## config.mk

```make
export PLATFORM = sky130hd
export DESIGN_NAME = adc_acq_top
export DESIGN_NICKNAME = d
export VERILOG_FILES = /design/src/rtl/adc_acq_top.sv
export SDC_FILE = /design/constraint.sdc
export NUM_CORES = 1
export LEC_CHECK = 0
export ABC_AREA = 1
export BUFFER_PORTS_ARGS = -buffer_cell sky130_fd_sc_hd__buf_2
export CORE_AREA = 3 3 91 93
export CTS_BUF_LIST = sky130_fd_sc_hd__clkbuf_16
export CTS_CLUSTER_DIAMETER = 50
export DETAILED_ROUTE_END_ITERATION = 16
export DIE_AREA = 0 0 94 96
export MAX_ROUTING_LAYER = met4
export PLACE_DENSITY = 0.53
export SYNTH_ARGS = -nofsm -noshare
export SYNTH_HDL_FRONTEND = slang
export SYNTH_SLANG_ARGS = --single-unit
```

## constraint.sdc

```tcl
create_clock -name fpga_clk -period 2 [get_ports fpga_clk]
set_input_delay 0.1 -clock fpga_clk [delete_from_list [all_inputs] [get_ports fpga_clk]]
set_output_delay 0.1 -clock fpga_clk [all_outputs]
set_load 0.03 [all_outputs]
```

## src/rtl/adc_acq_top.sv

```systemverilog
// Acquisition controller for a serial-output ADC: periodic conversion start,
// serial clock generation and MSB-first sample capture with busy/ready status.
module adc_acq_top #(
    parameter int DATA_W        = 12,
    parameter int CLK_DIV       = 4,
    parameter int CONV_CYCLES   = 2,
    parameter int SAMPLE_PERIOD = 200
) (
    input  logic              fpga_clk,
    input  logic              button_rst,
    input  logic              start_switch,
    input  logic              S_DATA,
    output logic              S_CLK,
    output logic              CONV_ST,
    output logic              adc_busy,
    output logic              adc_ready,
    output logic [DATA_W-1:0] adc_data
);

    localparam int CNT_MAX = (CLK_DIV > CONV_CYCLES) ? CLK_DIV : CONV_CYCLES;
    localparam int CNT_W   = $clog2(CNT_MAX) + 1;
    localparam int BIT_W   = $clog2(DATA_W) + 1;
    localparam int PER_W   = $clog2(SAMPLE_PERIOD) + 1;

    typedef enum logic [2:0] {IDLE, CONV, SHIFT, DONE, HOLD} state_t;

    state_t             state_q;
    logic               sync1_q, start_s_q;
    logic [CNT_W-1:0]   cnt_q;
    logic [BIT_W-1:0]   bit_q;
    logic [PER_W-1:0]   per_q;
    logic [DATA_W-1:0]  shreg_q, shreg_d, data_q;
    logic               sclk_q, conv_q, busy_q, ready_q;

    assign shreg_d = {shreg_q[DATA_W-2:0], S_DATA};

    always_ff @(posedge fpga_clk) begin
        if (!button_rst) begin
            state_q   <= IDLE;
            sync1_q   <= 1'b0;
            start_s_q <= 1'b0;
            cnt_q     <= '0;
            bit_q     <= '0;
            per_q     <= '0;
            shreg_q   <= '0;
            data_q    <= '0;
            sclk_q    <= 1'b0;
            conv_q    <= 1'b0;
            busy_q    <= 1'b0;
            ready_q   <= 1'b0;
        end else begin
            sync1_q   <= start_switch;
            start_s_q <= sync1_q;
            ready_q   <= 1'b0;
            // Period counter tracks cycles since the last CONV_ST rising edge.
            if (state_q != IDLE) per_q <= per_q + 1'b1;
            case (state_q)
                IDLE: begin
                    if (start_s_q) begin
                        state_q <= CONV;
                        conv_q  <= 1'b1;
                        busy_q  <= 1'b1;
                        cnt_q   <= '0;
                        per_q   <= '0;
                    end
                end
                CONV: begin
                    if (cnt_q == CNT_W'(CONV_CYCLES - 1)) begin
                        state_q <= SHIFT;
                        conv_q  <= 1'b0;
                        cnt_q   <= '0;
                        bit_q   <= '0;
                    end else begin
                        cnt_q <= cnt_q + 1'b1;
                    end
                end
                SHIFT: begin
                    if (cnt_q == CNT_W'(CLK_DIV - 1)) begin
                        cnt_q  <= '0;
                        sclk_q <= ~sclk_q;
                        // Capture on the S_CLK high->low edge; data is stable by then.
                        if (sclk_q) begin
                            shreg_q <= shreg_d;
                            if (bit_q == BIT_W'(DATA_W - 1)) begin
                                state_q <= DONE;
                                busy_q  <= 1'b0;
                                ready_q <= 1'b1;
                                data_q  <= shreg_d;
                            end else begin
                                bit_q <= bit_q + 1'b1;
                            end
                        end
                    end else begin
                        cnt_q <= cnt_q + 1'b1;
                    end
                end
                DONE: state_q <= HOLD;
                HOLD: begin
                    if (per_q == PER_W'(SAMPLE_PERIOD - 1)) begin
                        per_q <= '0;
                        if (start_s_q) begin
                            state_q <= CONV;
                            conv_q  <= 1'b1;
                            busy_q  <= 1'b1;
                            cnt_q   <= '0;
                        end else begin
                            state_q <= IDLE;
                        end
                    end
                end
                default: state_q <= IDLE;
            endcase
        end
    end

    assign S_CLK     = sclk_q;
    assign CONV_ST   = conv_q;
    assign adc_busy  = busy_q;
    assign adc_ready = ready_q;
    assign adc_data  = data_q;

endmodule

```

==> results of run 1 <==
path summary, 6_finish.rpt:
| path | end | slack (ns) | cells after the start |
|---|---|---|---|
| worst max register to register | adc_data[4] | 0.38 | 8 |
| worst min-delay path | adc_data[0] | 0.08 | 3 |
| worst max-delay path | adc_data[4] | 0.38 | 8 |
| worst min register to register | start_s_q | 0.42 | 2 |
registers in the layout (all words and copies together) (netlist names), 3 cells and up:
register / count
state_q: 3
adc_data: 12
per_q: 9
cnt_q: 3
bit_q: 5
shreg_q: 11
logic make-up after synthesis:
| family | after synthesis | synth area share (%) |
|---|---|---|
| AND/OR/NAND/NOR | 132 | 26.1 |
| AO/OA/AOI/OAI | 63 | 15.4 |
| buffers and inverters | 55 | 9.57 |
| flip-flops | 49 | 43.6 |
| adder cells (fa/ha/maj) | 6 | 3.34 |
| XOR/XNOR | 5 | 1.95 |
tightest hold or removal path, cell delays in order:
cell     delay, ns
buf_2         0.09
o21ai_1       0.06
nor2_1        0.07
placed cells by master (no fill, tap or decap), drive strengths merged:
cell type    instances
a211oi               6
a21oi               31
buf                 23
bufinv               1
clkbuf               5
clkinv               1
dfxtp               49
dlygate4sd3          1
ha                   6
inv                 47
nand2               60
nand3               23
nand3b               4
nand4                3
nor2                42
o21ai               24
o311ai               1
o31ai                1
xnor2                1
xor2                 4
routing by layer:
layer | vias up | wire, µm
met4 | 0 | 72
met3 | 7 | 127
li1 | 1036 | -
met5 | - | 0
met2 | 22 | 2230
met1 | 900 | 2290
power by group through the flow:
stage / combinational (mW) / clock, mW / sequential, mW
2_1_floorplan: 0.600 / 0 / 1.15
3_3_place_gp: 0.761 / 0 / 1.15
3_5_place_dp: 0.764 / 0 / 1.16
4_1_cts: 0.767 / 0.965 / 1.13
5_1_grt: 0.867 / 1.00 / 1.14
6_report: 0.762 / 0.931 / 1.13
area by class of cell:
class                           instances  area share (%)
Multi-Input combinational cell        206            40.0
Sequential cell                        49            37.3
Inverter                               46            6.56
Timing Repair Buffer                   24            5.13
Tap cell                              102            4.85
Clock buffer                            5            4.75
Clock inverter                          3            1.43
what timing repair did:
action / in CTS / in global routing
buffers inserted: 0 / 0
hold endpoints to repair: 1 / 0
resized for setup: 0 / 0
hold buffers: 1 / 0
per-stage QoR:
step / worst slack (ns) / std cells / power, mW / cell area (µm²)
2_1_floorplan: 0.507 / 310 / 1.75 / 2250
3_3_place_gp: 0.449 / 426 / 1.91 / 2460
3_5_place_dp: 0.365 / 426 / 1.92 / 2460
4_1_cts: 0.356 / 435 / 2.87 / 2630
5_1_grt: 0.178 / 435 / 3.01 / 2630
6_report: 0.378 / 435 / 2.83 / 2630
==> impl_metrics.tcl, run 1 <==
set metrics [dict create \
    leakagePower_nw 1.09 \
    grt_max_degree 27 \
    cts_buffer_depth 2 \
    status "finished clean" \
    drive_above_1_share_pct 13.2 \
    insertedDiodeCount 0 \
    regArea_um2 981 \
    grtUsageMet2_pct 19.8 \
    ys_types 25 \
    path_cells "ha_1, nand2_1, nor2_1, inv_2, nor2_4, buf_4, nor2_1, a211oi_1" \
    worst-path-max-fanout 13 \
    async_flop_share_pct 0 \
    synth_area_per_cell_um2 7.26 \
    drt_iter0_drc 73 \
    comb_power_share_pct 27.0 \
    final_core_util_pct 34.6 \
    grt_remaining_overflow 0 \
    cts_buffers 5 \
    start_util_pct 29.6 \
    end_kind "flop" \
    tritoncts "built" \
    relSlewSlack_pct 71.7 \
    syn_inst 310 \
    yosys_warnings 0 \
    yosys.area.top_type "dfxtp_1" \
    min_path_type "in2reg" \
    hold_start "S_DATA" \
    drc 0 \
    p_seq_share_pct 40.1 \
    cts.sink_count 49 \
    globalplace.congestion 0.848 \
    cp_slowest_stage_delay_ns 0.40 \
    crit_top_cell "nor2_1" \
    nets 342 \
    tns_ns 0 \
    num_rows 32 \
    rsz0062_at_grt "false" \
    synth_area_leaders "dfxtp_1 44%, nand2_1 9.5%, inv_1 7.0%" \
    period_share_pct 81.1 \
    multi_input_area_mm2 0.00105 \
    cts-htree-levels 2 \
    finalSetupViolCount 0 \
    ant_nets 0 \
    grt-busiest-layer "met2" \
    p_sw_share_pct 33.7 \
    grt_pass1_vias 1805 \
    finClkSkew_ns 0.00422 \
    post-synth-top-count-cell "nand2_1" \
    slowest_stage "dfxtp_1" \
    min_period_ns 1.62 \
    io_pins 20 \
    die_area_mm2 0.00902 \
    antenna_found_initial 0 \
    first_pass_iters 4 \
    clock_latency_ns 0.28 \
    via_per_inst 4.52 \
    die_h_um 96 \
    fmax_mhz 617 \
    cp.arrival_ns 1.82 \
    fill_cells 834 \
    wl_per_cell_um 10.9 \
    grt_util_met3_pct 2.35 \
    vias 1965 \
    synth_seq_cells 49 \
    met1_usage_pct 13.7 \
    grt_pass1_wl_um 8140 \
    startpoint "bit_q[0]" \
    fp.dieW_um 94 \
    p_int_mw 1.88 \
    r2r-start "bit_q[0]" \
    tightest_slew_ns 0.420 \
    cts.clk_slew.worst_paths_ns 0.06 \
    synthToLayoutAreaGrowth_pct 17.0 \
    hold_viol_final 0 \
    synthesis.nets 320 \
    cp_top_family "simple AND/OR/NAND/NOR gates" \
    p_switching_uw 951 \
    ir_drop_v 0.000484 \
    crit_required_ns 2.20 \
    drv_cap 0 \
    clock-root-buffer "clkbuf_16" \
    timing_worst_setup_path_type "reg2reg" \
    grt_usage_pct 11.6 \
    drv_slew 0 \
    clkPwrFrac_pct 32.9 \
    core-area_mm2 0.00761 \
    cp-start-kind "flop" \
    path_buf_inv 2 \
    pwr_density_cell_mw_per_mm2 1070 \
    synth_area_mm2 0.00225 \
    synth_edf_count 0 \
    ys.flop_type "dfxtp_1" \
    place.detailed.hpwl_um 3430 \
    whs_ns 0.0754 \
    wl_um 4720 \
    yosysTopAreaCellShare_pct 43.6 \
    io_buffer_count 19 \
    ys_top_cells_by_count "57 x nand2_1, 49 x dfxtp_1, 42 x inv_1" \
    yosysSeqAreaShare_pct 43.6 \
]
Note: power is estimated with default switching activity, not from simulation.
==> run 2, diff against run 1 <==
- ABC_AREA: 1 -> 0
- CORE_AREA: 3 3 91 93 -> 3 3 90 92
- DIE_AREA: 0 0 94 96 -> 0 0 93 95
- PLACE_DENSITY: 0.53 -> 0.55
- clock period: 2 -> 1.3 ns (I/O delays scaled with it)
==> run 2 against run 1 <==
  * The flow now finishes with violations (negative setup slack)
  * Wire length up 14%
  * Die area down 2.1%
  * Sequential share of layout area down 7.3 points
  * Flip-flop and latch count unchanged
  * Utilization up 11 points
  * Synthesized area down 2.6%
  * Non-clock buffer count up 57
  * Critical path depth down 3
  * Synthesized cell count down 14%
  * Total power up 23%
  * Clock skew up 0.0044 ns
  * Via count up 4.0%
  * Largest power group is now clock
==> impl_metrics.tcl, run 2 <==
set metrics [dict create \
    leakagePower_nw 1.33 \
    first_pass_iters 4 \
    violations "negative setup slack" \
    ir_drop_v 0.000500 \
    pwr_density_cell_mw_per_mm2 1030 \
    numPlacedInstances 419 \
    worstReg2RegEnd "CONV_ST" \
    slowest_stage "or4_4" \
    cts_buffers 5 \
    cts.sink_count 49 \
    largest_reg_flops 12 \
    num_rows 31 \
    antenna_found_initial 0 \
    ant_nets 0 \
    drv_slew 0 \
    synth_seq_cells 49 \
    hold_end "shreg_q[0]" \
    finalWorstSetupSlack_ns -0.295 \
    r2r-start "per_q[4]" \
    core-area_mm2 0.00729 \
    fin_area_mm2 0.00335 \
    die_area_mm2 0.00884 \
    final_common_cell "buf_4" \
    ys_types 48 \
    yosys_warnings 0 \
    start_util_pct 30.0 \
    drt_iter0_drc 48 \
    relSlewSlack_pct 74.1 \
    period_share_pct 123 \
    drc 0 \
    globalplace.congestion 0.844 \
    path_buf_inv 1 \
    end_kind "flop" \
    grt_max_degree 35 \
    place_ws_ns -0.385 \
    layout_common_cells "47 x buf_4, 42 x nand2_1, 38 x dfxtp_1, 27 x a21oi_1, 22 x nand2_2" \
    clock_latency_ns 0.29 \
    rsz0062_at_grt "true" \
    timing_worst_setup_path_type "reg2reg" \
    min_path_type "in2reg" \
    grt_remaining_overflow 0 \
    grt_pass1_vias 1956 \
    cts_buffer_depth 2 \
    synth_area_leaders "dfxtp_1 45%, nand2_1 11%, a21oi_1 7.1%" \
    cp.arrival_ns 1.80 \
    clock-root-buffer "clkbuf_16" \
    final_core_util_pct 46.0 \
    io_buffer_count 19 \
    final_cell_count_no_fill 439 \
    status "finished, violations left" \
    crit_required_ns 1.50 \
    wl_per_cell_um 12.3 \
    path_cells "or4_4, o21ai_4, buf_6, a31oi_1, a211oi_1" \
    wl_um 5380 \
    hold_viol_final 0 \
    cp_slowest_stage_delay_ns 0.58 \
    nets 349 \
    fmax_mhz 627 \
    finalSetupViolCount 45 \
    die_h_um 95 \
    io_pins 20 \
    worstHoldPathCells 3 \
    fp.dieW_um 93 \
    reg2reg_depth 5 \
    synth_area_per_cell_um2 8.24 \
    synthToLayoutAreaGrowth_pct 52.9 \
    yosysSeqAreaShare_pct 44.8 \
    ys.flop_type "dfxtp_1" \
    place.detailed.hpwl_um 3540 \
    yosys.area.top_type "dfxtp_1" \
    syn_inst 266 \
    cts.clk_slew.worst_paths_ns 0.07 \
    tns_ns -6.93 \
    cp_top_family "simple AND/OR/NAND/NOR gates" \
    ff2ff_setup_slack_ns -0.30 \
    whs_ns 0.0290 \
    async_flop_share_pct 0 \
    drv_cap 0 \
    fin_total_pwr_mw 3.47 \
    insertedDiodeCount 0 \
    hold_start "S_DATA" \
    synth_edf_count 0 \
    cp-start-kind "flop" \
    worst-path-max-fanout 3 \
    tightest_slew_ns 0.385 \
    grt_usage_pct 12.9 \
    ys_top_cells_by_count "65 x nand2_1, 49 x dfxtp_1, 31 x a21oi_1" \
    post-synth-top-count-cell "nand2_1" \
    min_period_ns 1.60 \
    finClkSkew_ns 0.00859 \
    vias 2043 \
    via_per_inst 4.65 \
    grt_pass1_wl_um 8850 \
    synthesis.nets 276 \
    yosysTopAreaCellShare_pct 44.8 \
    cts-htree-levels 2 \
    drive_above_1_share_pct 45.9 \
    synth_area_mm2 0.00219 \
    place_area_mm2 0.00279 \
    tritoncts "built" \
]
-- run 2: cell count changes in the layout (fill, tap and decap cells not counted), sizes merged, moves of 5 or more --
cell    change
a31oi      +13
buf        +56
a211oi      -5
nand3      -19
nand2       +6
nor2       -21
o21ai      -15
inv        -38
-- run 2: cells by family after synthesis --
family / share of synthesized area (%)
and+or+nand+nor: 28.4
AOI/OAI and AO/OA: 17.1
DFF: 44.8
buffers and inverters: 4.97
adders and majority gates: 3.43
muxes: 0.971
xor gates and xnor gates: 0.400
-- run 2: what timing repair did --
item / CTS / global route
hold buffers: 1 / 0
pin swaps: 30 / 18
gates cloned: 2 / 0
endpoints found under the hold margin: 1 / 0
setup buffers: 4 / 6
setup endpoints to repair: 47 / 47
gates resized for setup: 45 / 27
-- run 2: worst max-delay path by stage --
stage               startpoint        to  slack [ns]  depth (start not counted)
floorplan             bit_q[0]  bit_q[2]       -0.28                          6
global placement      per_q[0]  per_q[8]       -0.29                          6
detailed placement    per_q[0]  per_q[8]       -0.39                          6
CTS                   per_q[4]   CONV_ST       -0.28                          5
global route          per_q[4]  cnt_q[2]       -0.36                          5
finish                per_q[4]   CONV_ST       -0.30                          5
-- run 2: worst register-to-register path, delay by kind of cell (launching register included) --
family | cells | cell delay, ns
and+or+nand+nor | 1 | 0.58
AOI/OAI and AO/OA | 3 | 0.48
buffers and inverters | 1 | 0.14
DFF | 1 | 0.32
-- run 2: area by class of cell --
class	instances	area, µm²
flip-flops and latches	49	1000
clock buffers	5	125
multi-input cells	194	1350
repair buffers	81	651
well taps	99	124
fillers	750	3940
clock inverters	3	68.8
inverters	8	30.0
-- run 2: where the power goes --
part           switching [mW]  internal (mW)  total [mW]
combinational           0.132          0.116       0.248
clock                   0.582           1.11        1.69
sequential             0.0161           1.51        1.53
total                   0.730           2.74        3.47
-- run 2: per-layer routing --
metal | up-vias | track usage (%) | share of wire (%)
met5 | - | - | 0
met4 | 0 | 5.74 | 2.0
met3 | 10 | 2.63 | 2.5
met2 | 22 | 22.4 | 51
met1 | 948 | 14.4 | 45
li1 | 1063 | - | -
==> run 3, diff against run 2 <==
- PLACE_DENSITY: 0.55 -> 0.44
==> run 3 against run 2 <==
  * The flow still finishes with violations (negative setup slack)
  * Global-route usage rose by 1.3 points
  * Total power is 9.4% lower
  * Wire length increased by 4.5%
==> impl_metrics.tcl, run 3 (synthesized netlist as in run 2, its figures left out) <==
set metrics [dict create \
    worst-path-max-fanout 3 \
    cts.clk_slew.worst_paths_ns 0.07 \
    ir_drop_v 0.000537 \
    numPlacedInstances 420 \
    tritoncts "built" \
    core-area_mm2 0.00729 \
    grt_remaining_overflow 0 \
    cp.arrival_ns 1.82 \
    fin_area_mm2 0.00335 \
    finClkSkew_ns 0.00431 \
    hold_start "S_DATA" \
    min_period_ns 1.64 \
    place_ws_ns -0.398 \
    leakagePower_nw 1.36 \
    final_cell_count_no_fill 440 \
    drv_slew 0 \
    hold_viol_final 0 \
    p_seq_share_pct 48.6 \
    rsz0062_at_grt "true" \
    synthToLayoutAreaGrowth_pct 52.9 \
    relSlewSlack_pct 73.1 \
    final_common_cell "nand2_1" \
    cts.sink_count 49 \
    grt_util_met3_pct 2.95 \
    crit_required_ns 1.48 \
    tightest_slew_ns 0.400 \
    cp_top_family "simple AND/OR/NAND/NOR gates" \
    violations "negative setup slack" \
    min_path_type "in2reg" \
    grt_pass1_wl_um 9680 \
    largest_reg_flops 12 \
    fp.dieW_um 93 \
    grtUsageMet2_pct 23.9 \
    ant_nets 0 \
    clock_latency_ns 0.29 \
    drc 0 \
    p_switching_uw 780 \
    grt_max_degree 20 \
    finalWorstSetupSlack_ns -0.336 \
    layout_common_cells "54 x nand2_1, 50 x buf_4, 41 x dfxtp_1, 19 x buf_2, 16 x a21oi_1" \
    ff2ff_setup_slack_ns -0.34 \
    p_int_mw 2.36 \
    cp-start-kind "flop" \
    cts_buffers 5 \
    hold_end "shreg_q[0]" \
    slowest_stage "or4_4" \
    cts_buffer_depth 2 \
    nets 350 \
    tns_ns -8.10 \
    cp_slowest_stage_delay_ns 0.59 \
    comb_power_share_pct 8.7 \
    pwr_density_cell_mw_per_mm2 938 \
    period_share_pct 126 \
    path_cells "or4_4, o21ai_4, buf_6, nand2_2, a22oi_2, nor2_1" \
    io_buffer_count 19 \
    status "finished, violations left" \
    num_rows 31 \
    grt_usage_pct 14.3 \
    worstReg2RegEnd "per_q[1]" \
    globalplace.congestion 0.828 \
    antenna_found_initial 0 \
    p_sw_share_pct 24.8 \
    drt_iter0_drc 83 \
    place_area_mm2 0.00282 \
    reg2reg_depth 6 \
    worstHoldPathCells 3 \
    start_util_pct 30.0 \
    drv_cap 0 \
    die_area_mm2 0.00884 \
    drive_above_1_share_pct 45.5 \
    finalSetupViolCount 44 \
    wl_per_cell_um 12.8 \
    first_pass_iters 4 \
    fmax_mhz 611 \
    grt-busiest-layer "met2" \
    wl_um 5620 \
    place.detailed.hpwl_um 3880 \
    r2r-start "per_q[4]" \
    via_per_inst 4.74 \
    insertedDiodeCount 0 \
    clock-root-buffer "clkbuf_16" \
    die_h_um 95 \
    end_kind "flop" \
    met1_usage_pct 16.9 \
    grt_pass1_vias 2056 \
    vias 2084 \
    clkPwrFrac_pct 42.7 \
    cts-htree-levels 2 \
    path_buf_inv 1 \
    io_pins 20 \
    timing_worst_setup_path_type "reg2reg" \
    fin_total_pwr_mw 3.14 \
]
==> run 3: worst max path at each step <==
stage,start,end,depth (start not counted)
CTS,bit_q[1],bit_q[1],7
global placement,bit_q[0],bit_q[4],6
finish,per_q[4],per_q[1],6
global route,bit_q[1],bit_q[1],7
floorplan,bit_q[0],bit_q[2],6
detailed placement,bit_q[0],bit_q[3],6
==> run 3: final cells by class <==
type | count | area [µm²]
timing repair buffer | 82 | 658
multi-input combinational | 194 | 1390
clock buffer | 5 | 125
inverter | 8 | 30.0
clock inverter | 3 | 25.0
sequential | 49 | 996
tap | 99 | 124
fill | 763 | 3940
==> run 3: worst reg2reg max path, stage by stage (launching register included) <==
cell	delay, ns
dfxtp_2	0.32
or4_4	0.59
o21ai_4	0.22
buf_6	0.15
nand2_2	0.05
a22oi_2	0.15
nor2_1	0.05
==> run 3: per-layer routing <==
layer	vias to the layer above	share of wire [%]	wire [µm]
li1	1070	-	-
met5	-	0	0
met4	0	1.6	89
met3	9	2.8	157
met1	984	48	2720
met2	21	47	2660
==> run 3: timing repair <==
| item | in CTS | in global routing |
|---|---|---|
| gates cloned | 1 | 0 |
| resized for setup | 45 | 22 |
| hold buffers | 1 | 0 |
| buffers inserted | 8 | 3 |
| endpoints found under the hold margin | 1 | 0 |
| pin swaps | 22 | 15 |
| endpoints found under the setup margin | 47 | 47 |
==> run 3: per-stage QoR <==
stage	hold slack (ns)	utilization, %
2_1_floorplan	0.192	-
3_3_place_gp	0.284	38.6
3_5_place_dp	0.279	38.6
4_1_cts	0.0414	44.6
5_1_grt	0.0480	45.9
6_report	0.0478	45.9
==> run 3: power groups by stage <==
stage	Clock, mW	Sequential, mW	Combinational (mW)
finish	1.34	1.53	0.274
global placement	0	1.56	0.214
CTS	1.39	1.53	0.260
floorplan	0	1.57	0.123
detailed placement	0	1.56	0.215
global route	1.45	1.53	0.298
